**config.mk**
```make
export PLATFORM = sky130hd
export DESIGN_NAME = vga_sync_gen
export DESIGN_NICKNAME = d
export VERILOG_FILES = /design/src/rtl/vga_timing_pkg.sv /design/src/rtl/vga_pixel_tick.sv /design/src/rtl/vga_sync_gen.sv
export SDC_FILE = /design/constraint.sdc
export NUM_CORES = 1
export LEC_CHECK = 0
export ABC_CLOCK_PERIOD_IN_PS = 5000
export BUFFER_PORTS_ARGS = -buffer_cell sky130_fd_sc_hd__buf_2
export CORE_UTILIZATION = 55
export DETAILED_ROUTE_END_ITERATION = 16
export HOLD_SLACK_MARGIN = 0.1
export PLACE_DENSITY_LB_ADDON = 0.25
export SYNTH_ARGS = -nofsm -noshare
export SYNTH_HDL_FRONTEND = slang
export SYNTH_SLANG_ARGS = --single-unit
export TNS_END_PERCENT = 100
```
**constraint.sdc**
```tcl
create_clock -name CLK -period 5 [get_ports CLK]
set_clock_uncertainty 0.15 [all_clocks]
set_input_delay 1 -clock CLK [delete_from_list [all_inputs] [get_ports CLK]]
set_output_delay 1 -clock CLK [all_outputs]
set_load 0.01 [all_outputs]
```
**src/rtl/vga_timing_pkg.sv**
```systemverilog
// Shared 640x480@60 Hz VGA timing constants and the RGB444 colour type
// used by the sync generator and its pixel-tick divider.
package vga_timing_pkg;

  localparam int PIX_DIV = 4;

  localparam int H_VIS  = 640;
  localparam int H_FP   = 16;
  localparam int H_SYNC = 96;
  localparam int H_BP   = 48;

  localparam int V_VIS  = 480;
  localparam int V_FP   = 10;
  localparam int V_SYNC = 2;
  localparam int V_BP   = 33;

  localparam int H_TOTAL      = H_VIS + H_FP + H_SYNC + H_BP;
  localparam int V_TOTAL      = V_VIS + V_FP + V_SYNC + V_BP;
  localparam int H_SYNC_START = H_VIS + H_FP;
  localparam int H_SYNC_END   = H_SYNC_START + H_SYNC;
  localparam int V_SYNC_START = V_VIS + V_FP;
  localparam int V_SYNC_END   = V_SYNC_START + V_SYNC;

  typedef struct packed {
    logic [3:0] r;
    logic [3:0] g;
    logic [3:0] b;
  } rgb444_t;

endpackage

```
**src/rtl/vga_pixel_tick.sv**
```systemverilog
// Pixel-rate divider: counts CLK cycles and flags the last cycle of every
// pixel period, which is where the timing counters advance.
module vga_pixel_tick
  import vga_timing_pkg::*;
#(
  parameter int PIX_DIV = vga_timing_pkg::PIX_DIV
) (
  input  logic CLK,
  input  logic RESET,
  output logic PIX_TICK
);

  localparam int W = (PIX_DIV > 1) ? $clog2(PIX_DIV) : 1;
  localparam logic [W-1:0] DIV_LAST = W'(PIX_DIV - 1);

  logic [W-1:0] divcnt;

  always_ff @(posedge CLK) begin
    if (RESET)
      divcnt <= '0;
    else if (divcnt == DIV_LAST)
      divcnt <= '0;
    else
      divcnt <= divcnt + W'(1);
  end

  assign PIX_TICK = (divcnt == DIV_LAST);

endmodule

```
**src/rtl/vga_sync_gen.sv**
```systemverilog
// VGA timing generator: pixel counters, combinational pixel address and a
// one-pixel output stage that keeps colour and HS/VS aligned at the pins.
module vga_sync_gen
  import vga_timing_pkg::*;
#(
  parameter int PIX_DIV = vga_timing_pkg::PIX_DIV,
  parameter int H_VIS   = vga_timing_pkg::H_VIS,
  parameter int H_FP    = vga_timing_pkg::H_FP,
  parameter int H_SYNC  = vga_timing_pkg::H_SYNC,
  parameter int H_BP    = vga_timing_pkg::H_BP,
  parameter int V_VIS   = vga_timing_pkg::V_VIS,
  parameter int V_FP    = vga_timing_pkg::V_FP,
  parameter int V_SYNC  = vga_timing_pkg::V_SYNC,
  parameter int V_BP    = vga_timing_pkg::V_BP
) (
  input  logic        CLK,
  input  logic        RESET,
  input  rgb444_t     COLOUR_IN,
  output rgb444_t     COLOUR_OUT,
  output logic [9:0]  ADDRH,
  output logic [8:0]  ADDRV,
  output logic        HS,
  output logic        VS,
  output logic        PIX_TICK,
  output logic        FRAME_START
);

  localparam logic [9:0] H_VIS_C   = 10'(H_VIS);
  localparam logic [9:0] H_LAST    = 10'(H_VIS + H_FP + H_SYNC + H_BP - 1);
  localparam logic [9:0] H_SS      = 10'(H_VIS + H_FP);
  localparam logic [9:0] H_SE      = 10'(H_VIS + H_FP + H_SYNC);
  localparam logic [9:0] V_VIS_C   = 10'(V_VIS);
  localparam logic [9:0] V_LAST    = 10'(V_VIS + V_FP + V_SYNC + V_BP - 1);
  localparam logic [9:0] V_SS      = 10'(V_VIS + V_FP);
  localparam logic [9:0] V_SE      = 10'(V_VIS + V_FP + V_SYNC);

  logic       pix_tick;
  logic [9:0] hcount;
  logic [9:0] vcount;
  logic       h_wrap;
  logic       v_wrap;
  logic       h_vis;
  logic       v_vis;

  vga_pixel_tick #(.PIX_DIV(PIX_DIV)) u_pixel_tick (
    .CLK      (CLK),
    .RESET    (RESET),
    .PIX_TICK (pix_tick)
  );

  assign h_wrap = (hcount == H_LAST);
  assign v_wrap = (vcount == V_LAST);
  assign h_vis  = (hcount < H_VIS_C);
  assign v_vis  = (vcount < V_VIS_C);

  always_ff @(posedge CLK) begin
    if (RESET) begin
      hcount <= '0;
      vcount <= '0;
    end else if (pix_tick) begin
      if (h_wrap) begin
        hcount <= '0;
        vcount <= v_wrap ? 10'd0 : vcount + 10'd1;
      end else begin
        hcount <= hcount + 10'd1;
      end
    end
  end

  // Sampled on the tick that leaves the current pixel, so the pins lag the
  // address by exactly one pixel while the display stage fetches the colour.
  always_ff @(posedge CLK) begin
    if (RESET) begin
      COLOUR_OUT <= '0;
      HS         <= 1'b1;
      VS         <= 1'b1;
    end else if (pix_tick) begin
      COLOUR_OUT <= (h_vis && v_vis) ? COLOUR_IN : '0;
      HS         <= !((hcount >= H_SS) && (hcount < H_SE));
      VS         <= !((vcount >= V_SS) && (vcount < V_SE));
    end
  end

  assign ADDRH       = h_vis ? hcount : 10'd0;
  assign ADDRV       = v_vis ? vcount[8:0] : 9'd0;
  assign PIX_TICK    = pix_tick;
  assign FRAME_START = pix_tick && h_wrap && v_wrap;

endmodule
```
=== Word-level counts from Yosys, hierarchy flattened ===
Index checks and enable logic that the tools add are counted.

* Reduce and logical (&&, ||, !) cells: 9
* Order comparisons: 6
* Equality and inequality tests: 3
* Multiplexer cells: 5
* Add/subtract/negate cells: 3

{| class="wikitable"
|+ Operators with widths
! operator !! number
|-
| $mux 10 || 3
|-
| $add 10x1->10 const B || 2
|-
| $eq 10x10->1 const B || 2
|-
| $lt 10x10->1 const B || 2
|-
| $lt 10x9->1 const B || 2
|-
| $mux 12 || 1
|-
| $ge 10x10->1 const B || 1
|-
| $ge 10x9->1 const B || 1
|-
| $mux 9 || 1
|-
| $logic_and 1x1->1 || 5
|-
| $add 2x1->2 const B || 1
|-
| $eq 2x2->1 const B || 1
|-
| $logic_not 1->1 || 2
|-
| $reduce_and 2->1 || 1
|-
| $reduce_or 2->1 || 1
|}

* Register bits after elaboration: 36
* Input port bits: 14

=== Depth between registers and ports, before layout ===
Gate-level depths: netlist of run 1.

* Word-level depth: 3
* Gate-level depth with buffers: 6
* Gate-level depth less buffers: 6

=== Modules after synthesis ===
A second synthesis of run 1 with hierarchy kept.

* Cells, all modules: 206
* Area, all modules: 1752.9 sq um

{| class="wikitable"
|+ By module, submodules not included
! module !! area each (sq um) !! instances !! sequential area each (sq um) !! cells an instance
|-
| vga_sync_gen || 1677.9 || 1 || 680.7 || 201
|-
| vga_pixel_tick || 75.1 || 1 || 40.0 || 5
|}

=== Worst setup path before layout of run 1 ===
Ideal clock, no wire load.

* Path kind: reg2out
* From: register hcount[0]
* To: output port FRAME_START
* Buffers on the path: 0
* Setup slack: 2.426 ns
* Arrival time: 1.424 ns
* Required time: 3.850 ns
* Stages on the path, launching flop included: 5
* Path through: dfxtp_1 > ha_1 > nand2_1 > or3_2 > nor2_1

* Word-level cells in the longest chain between the ends: 3

{| class="wikitable"
|+ RTL lines
! what !! line !! RTL
|-
| from (decl) || vga_sync_gen.sv:38 || <nowiki>logic [9:0] hcount;</nowiki>
|-
| from (signal assigned) || vga_sync_gen.sv:65 || <nowiki>hcount <= hcount + 10'd1;</nowiki>
|-
| $eq 10x10->1 || vga_sync_gen.sv:51 || <nowiki>assign h_wrap = (hcount == H_LAST);</nowiki>
|-
| $logic_and 1x1->1 (2 in series) || vga_sync_gen.sv:87 || <nowiki>assign FRAME_START = pix_tick && h_wrap && v_wrap;</nowiki>
|-
| to (decl) || vga_sync_gen.sv:25 || <nowiki>output logic FRAME_START</nowiki>
|}

No other way between the ends.

=== Final worst setup path of run 1 ===
* From: register u_pixel_tick.divcnt[0]
* To: output port FRAME_START

* Word-level cells in the longest chain between the ends: 3

{| class="wikitable"
|+ RTL lines
! what !! line !! RTL
|-
| from (decl) || vga_pixel_tick.sv:16 || <nowiki>logic [W-1:0] divcnt;</nowiki>
|-
| from (signal assigned) || vga_pixel_tick.sv:24 || <nowiki>divcnt <= divcnt + W'(1);</nowiki>
|-
| $eq 2x2->1 || vga_pixel_tick.sv:27 || <nowiki>assign PIX_TICK = (divcnt == DIV_LAST);</nowiki>
|-
| $logic_and 1x1->1 (2 in series) || vga_sync_gen.sv:87 ||
|}

No other way between the ends.

==> reports/metrics.csv, run 1 <==
stage,metric,value,unit
clock_tree,insertion delay of the later-clocked pin in the worst-skew pair,0.33,ns
finish,filler instances,231,
logic_synthesis,post-synthesis compound-gate area fraction,0.113,
route,DRC Markers,2,
worst_setup_path,CP arrival,2.15,ns
timing,"Hold Vio Cnt, Final",0,
logic_synthesis,Ys Warns,0,
run,max-cap violations,0,
logic_synthesis,post-synthesis average cell area,9.24,um2
route,remaining antenna violation count after routing,0,
finish,utilization of the core after routing,0.704,
route,total wirelength of the detailed-routed design,3.64,mm
clock_tree,CTS max path bufs,2,
global_routing,global-route usage over all layers,0.226,
clock_tree,Root Buffer Master,sky130_fd_sc_hd__clkbuf_4,
clock_tree,clock tree from TritonCTS,yes,
logic_synthesis,most instantiated library cell after synthesis,sky130_fd_sc_hd__dfxtp_1,
timing,time the worst path needs with I/O delays and setup,3.30,ns
worst_setup_path,endpoint kind of the worst setup timing path,primary output,
worst_setup_path,"Largest stage delay, worst path",0.50,ns
timing,setup TNS after final layout,0,ns
timing,worst hold slack,0.279,ns
die,Core Footprint,0.00285,mm2
global_routing,number of global-route vias before repair,1349,
timing,final setup violation count,0,
die,number of core rows,19,
logic_synthesis,post-synthesis adder-cell area fraction,0.0364,
worst_setup_path,Worst Path Max Fanout,13,
worst_setup_path,critical path cell sequence,"ha_1, nand4b_2, or3_2, nor2_1, buf_2",
timing,worst slew slack as a fraction of its limit,0.465,
power,leakage power,0.882,nW
power,worst-case vdd ir drop,0.195,mV
die,number of top-level pins,49,
worst_setup_path,R2R setup slack,2.63,ns
logic_synthesis,Synth top cells by count,"sky130_fd_sc_hd__dfxtp_1, sky130_fd_sc_hd__nor2_1, sky130_fd_sc_hd__and2_1",
logic_synthesis,top cell type's share of synthesized area,0.420,
route,routed vias/inst,5.67,
die,total die area,0.00335,mm2
worst_setup_path,path type of the worst setup path,reg -> out,
logic_synthesis,gate count after technology mapping,186,
worst_setup_path,cell with the biggest individual delay on the critical path,sky130_fd_sc_hd__or3_2,
logic_synthesis,number of distinct library cell variants in the gate-level netlist after synthesis,39,
placed_design,number of port buffers,48,
worst_setup_path,required time worst endpoint,3.85,ns
logic_synthesis,fraction of the yosys area taken by sequential cells,0.420,
timing,ratio of final minimum period to clock period,0.660,
timing,unrepaired setup endpoints after global routing,false,
logic_synthesis,Synthesized Nets,205,
finish,synthesis-to-layout area growth,16.8,%
global_routing,GRT overflow,0,
clock_tree,total clock sinks,36,
power,Sequential Power Share,0.568,
logic_synthesis,multiplexer area fraction after synthesis,0.0117,
logic_synthesis,number of synthesized flops with an enable pin,0,
logic_synthesis,largest family of logic cells by synthesized area,simple AND/OR/NAND/NOR gates,
global_routing,wire length of the first global-routing pass,5.84,mm
route,per-cell routed wire length,13.9,um
timing,final count of pins violating max slew,0,
timing,measured slew at the worst slew-check pin,0.799,ns
logic_synthesis,library cell with the largest summed area after synthesis,sky130_fd_sc_hd__dfxtp_1,
logic_synthesis,fraction of registers with async set or reset after synthesis,0,
power,relative contribution of the clock network to total power,0.372,
timing,highest clock rate,303,MHz
status,run status,"complete, but fails checks",
die,overall die height,57.9,um
logic_synthesis,top_reg_cell synth,sky130_fd_sc_hd__dfxtp_1,
clock_tree,clk slew on worst S/H paths,0.10,ns
clock_tree,CTS Buf Count,5,
logic_synthesis,area of the mapped netlist,0.00172,mm2
global_routing,pin count of the biggest net entering global routing,14,
power,internal power of the cells,0.000412,W
status,violations in the final reports,DRC,
route,DR pass1 iterations,10,
finish,ratio of cells with drive above 1 in the final layout,0.273,
power,ratio of total power to cell area,261,mW/mm2
power,combinational fraction of design power,0.060,
route,violation count after the first detailed-routing iteration,100,
worst_setup_path,CP startpoint kind,flip-flop,
die,Initial Util,0.602,
clock_tree,"Gates resized, CTS repair",0,
die,width of the die,57.9,um
hold_path,kind of path behind the tightest hold check,reg -> reg,
logic_synthesis,parity-gate share of the synthesized area counting xor and xnor cells,0.0612,
finish,Layout Nets,249,
placed_design,last weighted congestion value of the routability-driven placer,0.916,
clock_tree,number of post-CTS setup repair buffers,0,
placed_design,Final HPWL DP,2.69,mm
logic_synthesis,Area contributors post-synth,"sky130_fd_sc_hd__dfxtp_1, sky130_fd_sc_hd__a22o_1, sky130_fd_sc_hd__and2_1",
power,switching part of the total power,0.212,
global_routing,number of antenna violations at the first check in global routing,0,
power,net switching power figure,0.000111,W
clock_tree,cts hold-fix bufs,0,
clock_tree,CTS H-tree depth,2,
route,total number of vias,1485,
logic_synthesis,synthesis-stage register bit count,36,
finish,antenna diode count,0,
logic_synthesis,"area fraction in and, or, nand and nor cells after synthesis",0.307,
## power groups by stage
| stage | Clock [W] | Sequential, W | Combinational [W] |
|---|---|---|---|
| after floorplan | 0 | 0.000305 | 0.0000171 |
| after global placement | 0 | 0.000303 | 0.0000303 |
| after detailed placement | 0 | 0.000304 | 0.0000314 |
| after CTS | 0.000201 | 0.000297 | 0.0000315 |
| after global routing | 0.000210 | 0.000298 | 0.0000342 |
| final | 0.000195 | 0.000297 | 0.0000312 |
## layer usage
metal / GRT usage / share of wire / up-vias
li1: - / - / 742
met2: 0.355 / 0.48 / 40
met3: 0.0558 / 0.044 / 7
met1: 0.297 / 0.46 / 696
met4: 0.0986 / 0.015 / 0
met5: 0 / 0 / -
## state kept, by name, summed over array words and instances (netlist names)
signal and cells:
HS 1, u_pixel_tick.divcnt 2, VS 1, vcount 10
COLOUR_OUT 12, hcount 10
## cell usage in the layout, fill, tap and decap left out, drive strengths merged, types with 7 or more instances in the layout
cell,instances
buf,48
dfxtp,36
nor2,17
and2,15
a22o,12
nor3,10
nand2,8
a21oi,7
## critical path: cells and delay by family (launching register included)
family,cells,cell delay [ns]
adders and majority gates,1,0.44
and+or+nand+nor,3,0.87
buffers and inverters,1,0.16
DFF,1,0.35
## final timing paths
| check | from | end | cells past startpoint |
|---|---|---|---|
| hold reg to reg | u_pixel_tick.divcnt[0] | u_pixel_tick.divcnt[0] | 1 |
| hold / removal | u_pixel_tick.divcnt[0] | u_pixel_tick.divcnt[0] | 1 |
| setup / recovery | u_pixel_tick.divcnt[0] | FRAME_START | 5 |
| setup reg to reg | u_pixel_tick.divcnt[0] | vcount[6] | 5 |
## final cells by class
type                    count  area, um2  area share
multi-input cells         133        908       0.453
flip-flops and latches     36        721       0.359
repair buffers             48        240       0.120
clock buffers               6       41.3      0.0206
well taps                  31       38.8      0.0193
clock inverters             2       35.0      0.0175
inverters                   6       22.5      0.0112
## cells by family (layout without fill, tap and decap cells)
| family | after synthesis | in the layout |
|---|---|---|
| fa+ha+maj | 5 | 5 |
| simple gates | 88 | 88 |
| buf+inv | 17 | 62 |
| flops | 36 | 36 |
| compound gates | 26 | 26 |
| xor+xnor | 12 | 12 |
| mux | 2 | 2 |
## metrics by stage
| stage | std cells | setup WS (ns) | instance area [um2] | power (W) |
|---|---|---|---|---|
| after floorplan | 186 | 2.43 | 1720 | 0.000322 |
| after global placement | 254 | 2.18 | 1930 | 0.000333 |
| after detailed placement | 254 | 2.10 | 1930 | 0.000335 |
| after global routing | 262 | 1.56 | 2010 | 0.000542 |
| final | 262 | 1.70 | 2010 | 0.000523 |
| after CTS | 262 | 1.70 | 2010 | 0.000529 |
No activity file was read; power rests on OpenSTA's default activity.
==> run 2: changes to the inputs <==
ABC_AREA = 1   (was default)
ABC_CLOCK_PERIOD_IN_PS = 3000   (was 5000)
CORE_UTILIZATION = 47   (was 55)
clock period = 3 ns   (was 5 ns; I/O delays follow)
==> reports/metrics.csv, run 2 <==
stage,metric,value,unit
logic_synthesis,Synthesized Nets,291,
logic_synthesis,Ys Warns,0,
logic_synthesis,fraction of registers with async set or reset after synthesis,0,
timing,worst hold slack,0.273,ns
clock_tree,CTS max path bufs,2,
worst_setup_path,path type of the worst setup path,reg -> out,
worst_setup_path,Worst Reg-to-Reg Cells,6,
power,Sequential Power Share,0.510,
logic_synthesis,library cell with the largest summed area after synthesis,sky130_fd_sc_hd__dfxtp_1,
route,total number of vias,1768,
worst_setup_path,"Largest stage delay, worst path",0.33,ns
finish,most frequent cells in the layout,"sky130_fd_sc_hd__nand2_1, sky130_fd_sc_hd__nor2_1, sky130_fd_sc_hd__buf_2, sky130_fd_sc_hd__inv_1, sky130_fd_sc_hd__dfxtp_1",
placed_design,number of port buffers,48,
route,routed vias/inst,4.74,
global_routing,global-route usage over all layers,0.218,
clock_tree,clk slew on worst S/H paths,0.07,ns
route,total wirelength of the detailed-routed design,4.20,mm
clock_tree,total clock sinks,36,
finish,Layout Nets,343,
timing,final setup violation count,0,
placed_design,last weighted congestion value of the routability-driven placer,0.938,
clock_tree,clock tree from TritonCTS,yes,
worst_setup_path,Crit path max-delay family,buffers and inverters,
placed_design,Final HPWL DP,3.14,mm
worst_setup_path,CP startpoint kind,flip-flop,
clock_tree,number of post-CTS setup repair buffers,0,
clock_tree,CTS Buf Count,5,
logic_synthesis,gate count after technology mapping,272,
timing,setup TNS after final layout,0,ns
global_routing,wire length of the first global-routing pass,7.03,mm
die,Core Footprint,0.00372,mm2
timing,unrepaired setup endpoints after global routing,false,
clock_tree,insertion delay of the later-clocked pin in the worst-skew pair,0.28,ns
route,DR pass1 iterations,4,
logic_synthesis,Area contributors post-synth,"sky130_fd_sc_hd__dfxtp_1, sky130_fd_sc_hd__nand2_1, sky130_fd_sc_hd__nor2_1",
logic_synthesis,area of the mapped netlist,0.00184,mm2
hold_path,kind of path behind the tightest hold check,reg -> reg,
worst_setup_path,R2R setup slack,1.12,ns
worst_setup_path,Crit. Startpoint,u_pixel_tick.divcnt[0],
power,overall power,0.000968,W
worst_setup_path,cell with the biggest individual delay on the critical path,sky130_fd_sc_hd__dfxtp_1,
timing,"Hold Vio Cnt, Final",0,
worst_setup_path,r2r endpoint,VS,
logic_synthesis,post-synthesis average cell area,6.76,um2
route,DRC Markers,0,
worst_setup_path,endpoint kind of the worst setup timing path,primary output,
logic_synthesis,top cell type's share of synthesized area,0.392,
timing,ratio of final minimum period to clock period,0.792,
power,combinational fraction of design power,0.060,
die,total die area,0.00417,mm2
status,run status,"complete, no violations",
clock_tree,Root Buffer Master,sky130_fd_sc_hd__clkbuf_8,
route,violation count after the first detailed-routing iteration,59,
logic_synthesis,most instantiated library cell after synthesis,sky130_fd_sc_hd__nand2_1,
logic_synthesis,Synth top cells by count,"sky130_fd_sc_hd__nand2_1, sky130_fd_sc_hd__nor2_1, sky130_fd_sc_hd__inv_1",
power,switching part of the total power,0.218,
finish,synthesis-to-layout area growth,21.2,%
finish,"flip-flop count of the largest register, all copies and words added",12,
die,Initial Util,0.495,
logic_synthesis,number of synthesized flops with an enable pin,0,
clock_tree,cts hold-fix bufs,0,
die,overall die height,64.6,um
worst_setup_path,number of gates on the worst path with buffers counted,4,
logic_synthesis,number of distinct library cell variants in the gate-level netlist after synthesis,25,
power,relative contribution of the clock network to total power,0.431,
timing,worst slew slack as a fraction of its limit,0.710,
worst_setup_path,required time worst endpoint,2.25,ns
logic_synthesis,synthesis-stage register bit count,36,
timing,measured slew at the worst slew-check pin,0.435,ns
power,internal power of the cells,0.000757,W
finish,antenna diode count,0,
power,net switching power figure,0.000211,W
timing,time the worst path needs with I/O delays and setup,2.38,ns
power,leakage power,1.05,nW
finish,largest registers in the final layout,"COLOUR_OUT: 12 flops, hcount: 10 flops, vcount: 10 flops",
timing,highest clock rate,421,MHz
finish,utilization of the core after routing,0.600,
finish,summed area of non-filler cells in the final layout,0.00223,mm2
route,remaining antenna violation count after routing,0,
global_routing,number of antenna violations at the first check in global routing,0,
die,number of core rows,22,
power,ratio of total power to cell area,435,mW/mm2
worst_setup_path,number of buffers and inverters on the critical path,2,
die,number of top-level pins,49,
worst_setup_path,critical register-to-register path startpoint,u_pixel_tick.divcnt[0],
die,width of the die,64.6,um
placed_design,post-place instance area,0.00212,mm2
worst_setup_path,Worst Path Max Fanout,8,
run,max-cap violations,0,
finish,largest register by flop count,COLOUR_OUT,
finish,ratio of cells with drive above 1 in the final layout,0.218,
logic_synthesis,fraction of the yosys area taken by sequential cells,0.392,
worst_setup_path,CP arrival,1.63,ns
global_routing,GRT overflow,0,
route,per-cell routed wire length,11.2,um
timing,final count of pins violating max slew,0,
clock_tree,CTS H-tree depth,2,
logic_synthesis,top_reg_cell synth,sky130_fd_sc_hd__dfxtp_1,
global_routing,pin count of the biggest net entering global routing,16,
global_routing,number of global-route vias before repair,1600,
power,worst-case vdd ir drop,0.278,mV
clock_tree,"Gates resized, CTS repair",0,
finish,"commonest non-fill, non-tap cell in the layout",sky130_fd_sc_hd__nand2_1,
worst_setup_path,Critical Path Sink,FRAME_START,
worst_setup_path,critical path cell sequence,"ha_1, inv_1, nor3_1, buf_2",
-- run 2: cell families after synthesis --
family                     share of synthesized area
xor gates and xnor gates                      0.0286
adders and majority gates                     0.0340
AOI/OAI and AO/OA                             0.0537
buffers and inverters                         0.0898
DFF                                            0.392
and+or+nand+nor                                0.402
-- run 2: power by group through the flow --
stage          registers, W  logic (W)  clock network, W
3_5_place_dp       0.000505  0.0000576                 0
3_3_place_gp       0.000504  0.0000569                 0
4_1_cts            0.000493  0.0000580          0.000427
2_1_floorplan      0.000508  0.0000292                 0
6_report           0.000494  0.0000576          0.000417
5_1_grt            0.000495  0.0000648          0.000444
-- run 2: worst min-delay path by stage --
| stage | startpoint | endpoint | slack (ns) | cells after the start |
|---|---|---|---|---|
| 2_1_floorplan | u_pixel_tick.divcnt[0] | u_pixel_tick.divcnt[0] | 0.25 | 1 |
| 3_3_place_gp | u_pixel_tick.divcnt[0] | u_pixel_tick.divcnt[0] | 0.25 | 1 |
| 3_5_place_dp | u_pixel_tick.divcnt[0] | u_pixel_tick.divcnt[0] | 0.26 | 1 |
| 4_1_cts | u_pixel_tick.divcnt[0] | u_pixel_tick.divcnt[0] | 0.27 | 1 |
| 5_1_grt | u_pixel_tick.divcnt[0] | u_pixel_tick.divcnt[0] | 0.30 | 1 |
| 6_report | u_pixel_tick.divcnt[0] | u_pixel_tick.divcnt[0] | 0.27 | 1 |
-- run 2: routing by layer --
metal  up-vias  share of wire  track usage  wire [um]
met5         -              0            0          0
met4         0         0.0069        0.119         29
met3         4          0.042       0.0440        176
met2        44           0.48        0.354       2040
met1       768           0.47        0.269       1960
li1        952              -            -          -
-- run 2: stage by stage --
step / setup WS [ns] / cells
after global placement: 0.991 / 365
after detailed placement: 0.929 / 365
after floorplan: 1.04 / 272
after CTS: 0.618 / 373
final: 0.623 / 373
after global routing: 0.509 / 373
-- run 2: cell type report --
cell class | instances | area (um2)
fill | 372 | 1490
multi-input combinational | 195 | 953
sequential | 36 | 721
timing repair buffer | 49 | 248
inverter | 37 | 139
clock buffer | 6 | 72.6
tap | 48 | 60.1
clock inverter | 2 | 35.0
==> run 3: changes to the inputs <==
ABC_CLOCK_PERIOD_IN_PS = 2400   (was 3000)
CORE_UTILIZATION = 52   (was 47)
clock period = 2.4 ns   (was 3 ns; I/O delays follow)
==> reports/metrics.csv, run 3 (synthesized netlist as in run 2, its figures left out) <==
stage,metric,value,unit
status,run status,"complete, no violations",
placed_design,last weighted congestion value of the routability-driven placer,0.876,
route,DR pass1 iterations,4,
global_routing,global routing met1 resource utilization,0.316,
finish,ratio of cells with drive above 1 in the final layout,0.225,
global_routing,global-route usage over all layers,0.243,
die,width of the die,61.5,um
clock_tree,cts hold-fix bufs,0,
timing,final setup violation count,0,
timing,final count of pins violating max slew,0,
die,overall die height,61.5,um
global_routing,pin count of the biggest net entering global routing,16,
clock_tree,CTS max path bufs,2,
worst_setup_path,path type of the worst setup path,reg -> out,
timing,highest clock rate,445,MHz
finish,synthesis-to-layout area growth,19.7,%
die,number of core rows,21,
finish,antenna diode count,0,
timing,measured slew at the worst slew-check pin,0.442,ns
hold_path,kind of path behind the tightest hold check,in -> reg,
die,Initial Util,0.547,
global_routing,routing usage on met2,0.368,
finish,largest registers in the final layout,"COLOUR_OUT: 12 flops, hcount: 10 flops, vcount: 10 flops",
die,total die area,0.00378,mm2
die,number of top-level pins,49,
route,per-cell routed wire length,11.2,um
global_routing,most heavily used metal layer in global routing,met2,
run,max-cap violations,0,
placed_design,pre-CTS setup slack,0.491,ns
route,routed vias/inst,4.85,
finish,"commonest non-fill, non-tap cell in the layout",sky130_fd_sc_hd__nand2_1,
clock_tree,Root Buffer Master,sky130_fd_sc_hd__clkbuf_4,
worst_setup_path,CP startpoint kind,flip-flop,
worst_setup_path,Worst Path Max Fanout,5,
clock_tree,CTS H-tree depth,2,
global_routing,number of antenna violations at the first check in global routing,0,
worst_setup_path,CP arrival,1.62,ns
finish,"flip-flop count of the largest register, all copies and words added",12,
power,leakage power,1.03,nW
timing,time the worst path needs with I/O delays and setup,2.25,ns
finish,most frequent cells in the layout,"sky130_fd_sc_hd__nand2_1, sky130_fd_sc_hd__nor2_1, sky130_fd_sc_hd__buf_2, sky130_fd_sc_hd__inv_1, sky130_fd_sc_hd__dfxtp_1",
clock_tree,clk slew on worst S/H paths,0.12,ns
placed_design,Final HPWL DP,3.08,mm
timing,setup TNS after final layout,0,ns
timing,unrepaired setup endpoints after global routing,false,
route,total number of vias,1798,
global_routing,wire length of the first global-routing pass,6.60,mm
worst_setup_path,endpoint kind of the worst setup timing path,primary output,
route,violation count after the first detailed-routing iteration,138,
global_routing,met3 GRT Util,0.0798,
route,DRC Markers,0,
worst_setup_path,required time worst endpoint,1.77,ns
finish,largest register by flop count,COLOUR_OUT,
power,worst-case vdd ir drop,0.424,mV
clock_tree,total clock sinks,36,
timing,setup slack after layout,0.153,ns
route,total wirelength of the detailed-routed design,4.15,mm
timing,"Hold Vio Cnt, Final",0,
power,ratio of total power to cell area,504,mW/mm2
placed_design,number of port buffers,48,
global_routing,number of global-route vias before repair,1487,
clock_tree,insertion delay of the later-clocked pin in the worst-skew pair,0.34,ns
timing,ratio of final minimum period to clock period,0.936,
clock_tree,CTS Buf Count,5,
die,Core Footprint,0.00336,mm2
route,remaining antenna violation count after routing,0,
finish,Layout Nets,343,
clock_tree,clock tree from TritonCTS,yes,
timing,worst slew slack as a fraction of its limit,0.705,
global_routing,GRT overflow,0,
## run 3: cell counts in the layout (fill, tap and decap cells not counted)
Identical to the previous run, type by type.
## run 3: metal layers
layer	wire length [um]	up-vias
met5	0	-
met4	63	0
met3	186	6
met2	1870	40
met1	2030	798
li1	-	954
## run 3: stage by stage
stage,cell area (um2),power [W],utilization,hold slack (ns),instances
after detailed placement,2120,0.000702,0.630,0.265,363
final,2200,0.00111,0.655,0.202,371
after floorplan,1840,0.000671,-,0.249,272
after global routing,2200,0.00117,0.655,0.189,371
after CTS,2190,0.00112,0.653,0.184,371
after global placement,2120,0.000701,0.630,0.255,363
## run 3: worst max-delay path, cell delays in order (launching register included)
cell	delay, ns
sky130_fd_sc_hd__dfxtp_1	0.37
sky130_fd_sc_hd__inv_1	0.11
sky130_fd_sc_hd__ha_1	0.15
sky130_fd_sc_hd__nand2_1	0.05
sky130_fd_sc_hd__nor2_1	0.08
sky130_fd_sc_hd__nand3_1	0.18
sky130_fd_sc_hd__nor3_2	0.17
sky130_fd_sc_hd__buf_2	0.16
## run 3: path summary, 6_finish.rpt
path | startpoint | end | slack [ns] | cells past startpoint
max | vcount[0] | FRAME_START | 0.15 | 7
min | COLOUR_IN[7] | COLOUR_OUT[7] | 0.20 | 3
max reg2reg | vcount[0] | vcount[2] | 0.65 | 9
min reg2reg | u_pixel_tick.divcnt[0] | u_pixel_tick.divcnt[0] | 0.28 | 1
## run 3: layout make-up
cell class	count	area [um2]
Fill cell	353	1160
Multi-Input combinational cell	195	961
Sequential cell	36	721
Timing Repair Buffer	49	248
Inverter	37	139
Tap cell	46	57.6
Clock buffer	6	41.3
Clock inverter	2	35.0
## run 3: what timing repair did
action,in CTS,in global routing
setup endpoints to repair,0,1
endpoints found under the hold margin,0,0
setup buffers,0,0
resized for setup,0,2
## run 3: report_power, final
part           switching, W  internal [W]
Combinational     0.0000442     0.0000280
Sequential       0.00000637      0.000611
Clock              0.000203      0.000218
